File: src/rtl/rf_write_arbiter.sv
// Shares the register-file write port between the primary writeback and a
// FIFO-buffered secondary source. The secondary source cannot be starved, and
// the block exports a pending-write mask.
module rf_write_arbiter #(
    parameter int DEPTH    = 2,
    parameter int MAX_WAIT = 4
) (
    input  logic                     clk,
    input  logic                     reset,
    input  logic                     p_valid,
    input  logic [4:0]               p_wa,
    input  logic [31:0]              p_wd,
    output logic                     p_ready,
    input  logic                     s_valid,
    input  logic [4:0]               s_wa,
    input  logic [31:0]              s_wd,
    output logic                     s_ready,
    output logic                     we3,
    output logic [4:0]               wa3,
    output logic [31:0]              wd3,
    output logic [31:0]              pending,
    output logic [$clog2(DEPTH):0]   fifo_count
);
    localparam int PW = $clog2(DEPTH);
    localparam int CW = PW + 1;

    typedef struct packed {
        logic [4:0]  wa;
        logic [31:0] wd;
    } wr_t;

    wr_t           mem_q [DEPTH];
    wr_t           mem_d [DEPTH];
    logic [PW-1:0] rd_ptr_q, rd_ptr_d, wr_ptr_q, wr_ptr_d;
    logic [CW-1:0] count_q, count_d;
    logic [3:0]    wait_q, wait_d;
    logic          we3_q, we3_d;
    logic [4:0]    wa3_q, wa3_d;
    logic [31:0]   wd3_q, wd3_d;

    logic          force_issue, fifo_ne, p_live, push, pop;
    wr_t           head;
    logic [PW-1:0] idx;

    always_comb begin
        fifo_ne     = (count_q != '0);
        force_issue = (wait_q == 4'(MAX_WAIT)) && fifo_ne;
        p_ready     = !force_issue;
        s_ready     = (count_q != CW'(DEPTH));
        p_live      = p_valid && (p_wa != 5'd0);
        // Register-0 requests complete the handshake but never occupy the port.
        pop         = force_issue || (!p_live && fifo_ne);
        push        = s_valid && s_ready && (s_wa != 5'd0);
        head        = mem_q[rd_ptr_q];

        mem_d = mem_q;
        if (push) mem_d[wr_ptr_q] = '{wa: s_wa, wd: s_wd};
        wr_ptr_d = wr_ptr_q + PW'(push);
        rd_ptr_d = rd_ptr_q + PW'(pop);
        count_d  = count_q + CW'(push) - CW'(pop);

        if (pop || !fifo_ne)              wait_d = 4'd0;
        else if (wait_q != 4'(MAX_WAIT))  wait_d = wait_q + 4'd1;
        else                              wait_d = wait_q;

        we3_d = pop || p_live;
        wa3_d = wa3_q;
        wd3_d = wd3_q;
        if (pop) begin
            wa3_d = head.wa;
            wd3_d = head.wd;
        end else if (p_live) begin
            wa3_d = p_wa;
            wd3_d = p_wd;
        end
    end

    always_comb begin
        pending = '0;
        idx     = '0;
        for (int i = 0; i < DEPTH; i++) begin
            idx = rd_ptr_q + PW'(i);
            if (CW'(i) < count_q) pending[mem_q[idx].wa] = 1'b1;
        end
        if (we3_q) pending[wa3_q] = 1'b1;
        pending[0] = 1'b0;
    end

    always_ff @(posedge clk) begin
        if (reset) begin
            rd_ptr_q <= '0;
            wr_ptr_q <= '0;
            count_q  <= '0;
            wait_q   <= '0;
            we3_q    <= 1'b0;
            wa3_q    <= '0;
            wd3_q    <= '0;
        end else begin
            rd_ptr_q <= rd_ptr_d;
            wr_ptr_q <= wr_ptr_d;
            count_q  <= count_d;
            wait_q   <= wait_d;
            we3_q    <= we3_d;
            wa3_q    <= wa3_d;
            wd3_q    <= wd3_d;
        end
    end

    // Entry storage needs no reset: only entries below count_q are ever read.
    always_ff @(posedge clk) begin
        mem_q <= mem_d;
    end

    assign we3        = we3_q;
    assign wa3        = wa3_q;
    assign wd3        = wd3_q;
    assign fifo_count = count_q;
endmodule

File: config.mk
export PLATFORM = sky130hd
export DESIGN_NAME = rf_write_arbiter
export DESIGN_NICKNAME = d
export VERILOG_FILES = /design/src/rtl/rf_write_arbiter.sv
export SDC_FILE = /design/constraint.sdc
export NUM_CORES = 1
export LEC_CHECK = 0
export CELL_PAD_IN_SITES_DETAIL_PLACEMENT = 0
export CELL_PAD_IN_SITES_GLOBAL_PLACEMENT = 1
export CORE_MARGIN = 2
export CORE_UTILIZATION = 34
export DETAILED_ROUTE_END_ITERATION = 16
export GPL_TIMING_DRIVEN = 1
export PLACE_DENSITY = 0.84
export SLEW_MARGIN = 20
export SYNTH_ARGS = -nofsm -noshare
export SYNTH_HDL_FRONTEND = slang
export SYNTH_SLANG_ARGS = --single-unit
File: constraint.sdc
create_clock -name clk -period 2.31 [get_ports clk]
set_clock_uncertainty 0.15 [all_clocks]
set_input_delay 0.3465 -clock clk [delete_from_list [all_inputs] [get_ports clk]]
set_output_delay 0.3465 -clock clk [all_outputs]
set_load 0.1 [all_outputs]
### Yosys cells after proc, flatten, opt, wreduce, memory -nomap -nowiden

Cells that the tools add are included.

| storage, ports and cells | value |
|---|---|
| bits in registers | 120 |
| bits in latches | 0 |
| RAM bits | 0 |
| ROM bits | 0 |
| input bits | 78 |
| word-level logic and storage cells | 79 |
| memories kept | 0 |

| cells by class | value |
|---|---|
| add/subtract/negate cells | 6 |
| multiply operators | 0 |
| divide/modulo/power cells | 0 |
| order comparisons | 12 |
| equal/unequal tests | 3 |
| shift-type cells | 0 |
| muxes and demuxes | 22 |
| bitwise operators | 5 |
| reductions and logical operators | 20 |

Operator list:

| kind | count |
|---|---|
| 37-bit 2-to-1 mux | 7 |
| 32-bit 2-to-1 mux | 5 |
| 74-bit bitwise mux | 1 |
| 32-bit bitwise OR | 2 |
| 37-bit demux with 1-bit select | 1 |
| 5-bit by 6-bit less-than comparator with 1-bit output, second input constant | 3 |
| 1-bit demux with 5-bit select | 3 |
| 5-bit by 1-bit >= comparator with 1-bit output, second input constant | 3 |
| 5-bit 2-to-1 mux | 2 |
| 5-bit nonzero test | 2 |
| 1-bit logical AND | 9 |
| 2-bit >= comparator, second input constant | 3 |
| 1-bit inverter with 2-bit output | 3 |
| 4-bit by 1-bit adder with 4-bit output, second input constant | 1 |
| 4-bit by 3-bit equality test with 1-bit output, second input constant | 1 |
| 1-bit by 2-bit less-than comparator with 1-bit output, first input constant | 2 |
| 4-bit by 3-bit inequality test with 1-bit output, second input constant | 1 |
| 2-bit nonzero test | 2 |
| 1-bit zero test | 3 |
| 1-bit logical OR | 3 |
| 1-bit 2-to-1 mux | 3 |
| 1-bit adder | 2 |
| 2-bit by 1-bit adder with 2-bit output | 1 |
| 2-bit by 1-bit less-than comparator with 1-bit output, second input constant | 1 |
| other kinds (4) | 4 |

### Depth between registers and ports, before layout

| logic depth | value |
|---|---|
| word-level depth | 13 |
| gate-level depth with buffers | 12 |
| gate-level depth less buffers | 11 |

### Worst setup path before layout

OpenSTA, ideal clock, no wires.

| path | value |
|---|---|
| kind | register -> register |
| start point | register count_q[0] (netlist: fifo_count[0]) |
| end point | register mem_q[0] (netlist name), enable pin |
| library setup time | 0.398 ns |
| data arrival time | 3.196 ns |
| data required time | 1.762 ns |
| setup slack | -1.434 ns |
| stages on the path, launching flop included | 5 |
| buffers on the path | 0 |
| clock period less this slack | 3.744 ns |
| path through | dfxtp_1 -> nand2b_1 -> o211ai_1 -> inv_1 -> ha_1 |

| on the way | value |
|---|---|
| longest elaborated chain between the ends | 3 |

Ends and longest elaborated chain:

| element | line | text |
|---|---|---|
| start: declaration | 35 | `logic [CW-1:0] count_q, count_d;` |
| start signal: assignment | 101 | `count_q <= count_d;` |
| 2-bit inequality test | 49 | `s_ready = (count_q != CW'(DEPTH));` |
| via s_ready | 17 | `output logic s_ready,` |
| 1-bit logical AND (2 in a row) | 53 | `push = s_valid && s_ready && (s_wa != 5'd0);` |
| end signal: assignment | 111 | `mem_q <= mem_d;` |
| end: declaration | 32 | `wr_t mem_q [DEPTH];` |

The timed path passes the listed nets, and every way through them passes these cells.
A chain may end at the register's enable or synchronous reset.

### Worst setup path after layout

| path | value |
|---|---|
| start point | register rd_ptr_q |
| end point | output pending[23] |

| on the way | value |
|---|---|
| longest elaborated chain between the ends | 13 |

Ends and longest elaborated chain:

| element | line | text |
|---|---|---|
| start: declaration | 34 | `logic [PW-1:0] rd_ptr_q, rd_ptr_d, wr_ptr_q, wr_ptr_d;` |
| start signal: assignment | 99 | `rd_ptr_q <= rd_ptr_d;` |
| 1-bit adder or 1-bit inverter with 2-bit output (tied branches) | 82, 83 |  |
| 1-bit inverter with 2-bit output (implied by the code) or 37-bit 2-to-1 mux (tied branches) | 83 | `if (CW'(i) < count_q) pending[mem_q[idx].wa] = 1'b1;` |
| 37-bit 2-to-1 mux (implied by the code) (2 in a row) | 83 |  |
| 37-bit 2-to-1 mux (implied by the code), or another cell as far along | 83 |  |
| 5-bit by 6-bit less-than comparator with 1-bit output (implied by the code), or another cell as far along | 83 |  |
| 1-bit logical AND (implied by the code) or 1-bit 2-to-1 mux (tied branches) | 83 |  |
| 1-bit 2-to-1 mux (implied by the code) or 1-bit demux with 5-bit select (tied branches) | 83 |  |
| 1-bit demux with 5-bit select or 32-bit 2-to-1 mux (tied branches) | 83 |  |
| 32-bit bitwise OR (no source line) | n/a |  |
| 32-bit 2-to-1 mux (*) | 83 |  |
| 32-bit bitwise OR (no source line) | n/a |  |
| 32-bit 2-to-1 mux (*) | 85 | `if (we3_q) pending[wa3_q] = 1'b1;` |
| end: declaration | 21 | `output logic [31:0] pending,` |

Mark *: on every way between the ends. The rest lies on a longest branch, timed or not. The select of a mux whose other input is x is not followed.

==> results_dict.tcl <==
set metrics [dict create \
    worstReg2RegStart "wait_q[1]" \
    maxCapViolations 0 \
    required_ns 1.81 \
    synth_edf_count 74 \
    r2r_end "fifo_count[1]" \
    finalPower_w 0.0112 \
    worst_slack_ns -0.259 \
    post-route-util 0.562 \
    place_congestion 0.820 \
    fill_cells 1346 \
    fin_cells 933 \
    rsz0062_at_grt "yes" \
    area_delta_synth_final_pct 60.6 \
    swShare 0.458 \
    final_area_um2 9350 \
    syn-cell-area_um2 5820 \
    yosys_warnings 0 \
    nNetsFinal 784 \
    start_kind "flop" \
    critPathLaunch "rd_ptr_q" \
    relSlewSlack 0.598 \
    cts.sink_count 120 \
    grt_max_degree 39 \
    cts_root_buf "clkbuf_16" \
    die_h_um 135 \
    max-vdd-ir-drop_uv 970 \
    routed_via_density 5.39 \
    vias 5030 \
    synth_cell_types 50 \
    clockBufferDepth 2 \
    wl_per_cell_um 18.5 \
    cts_tree "yes" \
    hold_violations 0 \
    dp.cells 881 \
    placed_area_um2 8160 \
    syn_inst 510 \
    synth_common_cells "edfxtp_1 (74), nand2_1 (68), dfxtp_1 (46), and3_1 (38), mux2i_1 (38)" \
    initialDrtViolationCount 325 \
    power_leakage_nw 3.55 \
    num_rows 47 \
    final.period_utilization 1.11 \
    cp-endpoint "pending[23]" \
    antenna_cells 0 \
    grt_pass1_wl_mm 27.2 \
    cp_data_arrival_time_ns 2.07 \
    pwr-share-comb 0.503 \
    synth_top_cell_area_share 0.382 \
    track_usage 0.190 \
    finalSetupViolCount 31 \
    fp.dieArea_um2 18200 \
    timing.reg2reg.setup_slack_ns 0.11 \
    synth.area.top_cells "edfxtp_1 (38%), dfxtp_1 (16%), mux2i_1 (6.5%), a311o_1 (6.0%), nand2_1 (4.4%)" \
    fin_crit_ns 2.57 \
    overflow 0 \
    worstRegToRegCells 11 \
    synth_nets 594 \
    multi_input_area_um2 3000 \
    worst_pin_slew_ns 0.601 \
    p_int_w 0.00609 \
    violations "setup timing" \
    antenna_found_initial 0 \
    ios 152 \
    synth_ff_type "edfxtp_1" \
    path_class "reg2out" \
    status "finished with violations" \
    antenna_left 0 \
    synthMostInstantiatedCell "edfxtp_1" \
    postCtsHoldBufs 0 \
    dp_hpwl_mm 12.2 \
    cts_inserted_buffers 17 \
    avgSynthCellArea_um2 11.4 \
    synth-seq-cells 120 \
    p_switching_w 0.00514 \
    grt_pass1_vias 5258 \
    hp-class "in2reg" \
    wirelength_mm 17.3 \
    hold_slack_ns 0.130 \
    path_max_fanout 8 \
    numPortBuffers 150 \
    worstSetupEndpointType "primary output" \
    seq_area_um2 3160 \
    async_flop_share 0 \
    layout-drive-gt1-share 0.401 \
    finalMaxSlewViolations 0 \
    pwr-share-seq 0.277 \
    clkPwrFrac 0.220 \
    die_w_um 135 \
    whs_path_depth 2 \
    clk_latency_ns 0.40 \
    drt_pass1_iterations 4 \
    ys_seq_area_frac 0.540 \
    clk_pin_slew_ns 0.05 \
    cts_htree_levels 4 \
    fmax_ghz 0.389 \
    power.density_nw_per_um2 1200 \
    synth_top_cell_by_area "edfxtp_1" \
    core_area_um2 16600 \
    start_util 0.350 \
    drc 0 \
]
## area by class of cell
class | instances | area share
well taps | 220 | 0.0294
clock buffers | 20 | 0.0523
multi-input cells | 343 | 0.321
inverters | 7 | 0.00281
flip-flops and latches | 120 | 0.338
repair buffers | 211 | 0.247
clock inverters | 12 | 0.00936
## cells in the final DEF (no fill, tap or decap), types with 5 or more instances in the layout
cell	instances
buf_4	84
edfxtp_1	74
clkdlybuf4s50_1	73
buf_12	39
nand2_1	37
and3_1	37
nor4_1	35
a311o_1	35
dfxtp_1	35
mux2i_1	34
a22oi_2	29
nand2_4	23
clkbuf_16	19
nor2_1	10
buf_6	10
nand2_2	8
dfxtp_2	8
inv_1	6
nor3_4	6
nand3b_1	6
a21oi_1	6
a21oi_4	5
clkinv_4	5
## what timing repair did
| item | 4_1_cts | 5_1_grt |
|---|---|---|
| setup buffers | 15 | 5 |
| setup endpoints to repair | 32 | 37 |
| pin swaps | 17 | 28 |
| resized for setup | 68 | 28 |
## how the worst min path moves through the flow
stage	start	to	slack (ns)
final	s_wa[4]	mem_q[36]	0.13
after global routing	s_wa[4]	mem_q[36]	0.13
after CTS	reset	wr_ptr_q	0.20
after detailed placement	wait_q[2]	wait_q[2]	0.39
after global placement	wait_q[3]	wait_q[3]	0.34
after floorplan	wait_q[0]	wait_q[0]	0.28
## cell families (layout without fill, tap and decap cells)
family                   Yosys count  after routing  share of synthesized area
flip-flops                       120            120                      0.540
adder cells (fa/ha/maj)            6              6                     0.0129
AO/OA/AOI/OAI                     91             91                      0.131
multiplexers                      42             42                     0.0731
AND/OR/NAND/NOR                  200            200                      0.190
buffers and inverters             47            250                     0.0477
XOR/XNOR                           3              3                    0.00451
other                              1              1                   0.000644
## layer usage
metal	track usage	wire length, um	part of all wire
met1	0.226	7010	0.41
met2	0.329	8830	0.51
met3	0.0541	1180	0.068
met4	0.0632	262	0.015
met5	0	0	0
## sequential cells by signal (all words and copies together), names as in the netlist
register    flops
wait_q          4
wa3             5
mem_q          74
we3             1
wr_ptr_q        1
wd3            32
rd_ptr_q        1
fifo_count      2
## through the flow
step | TNS, ns | setup WS [ns]
5_1_grt | -9.38 | -0.377
6_report | -6.84 | -0.259
3_3_place_gp | -19.09 | -0.317
4_1_cts | -6.47 | -0.233
2_1_floorplan | -0.600 | -0.00812
3_5_place_dp | -31.58 | -0.429
## worst max-delay path, stage by stage, from the launching register on
cell	delay, ns
dfxtp_4	0.43
buf_6	0.15
mux2i_2	0.25
buf_4	0.19
nor3_2	0.05
buf_4	0.15
a22oi_1	0.17
nand2_2	0.10
buf_12	0.17
## power by group through the flow
stage               logic [W]  clock network (W)  registers, W
floorplan             0.00211                  0       0.00469
global placement      0.00505                  0       0.00312
detailed placement    0.00513                  0       0.00315
CTS                   0.00552            0.00251       0.00309
global route          0.00588            0.00262       0.00316
finish                0.00565            0.00247       0.00311
Note: power is estimated with default switching activity, not from simulation.
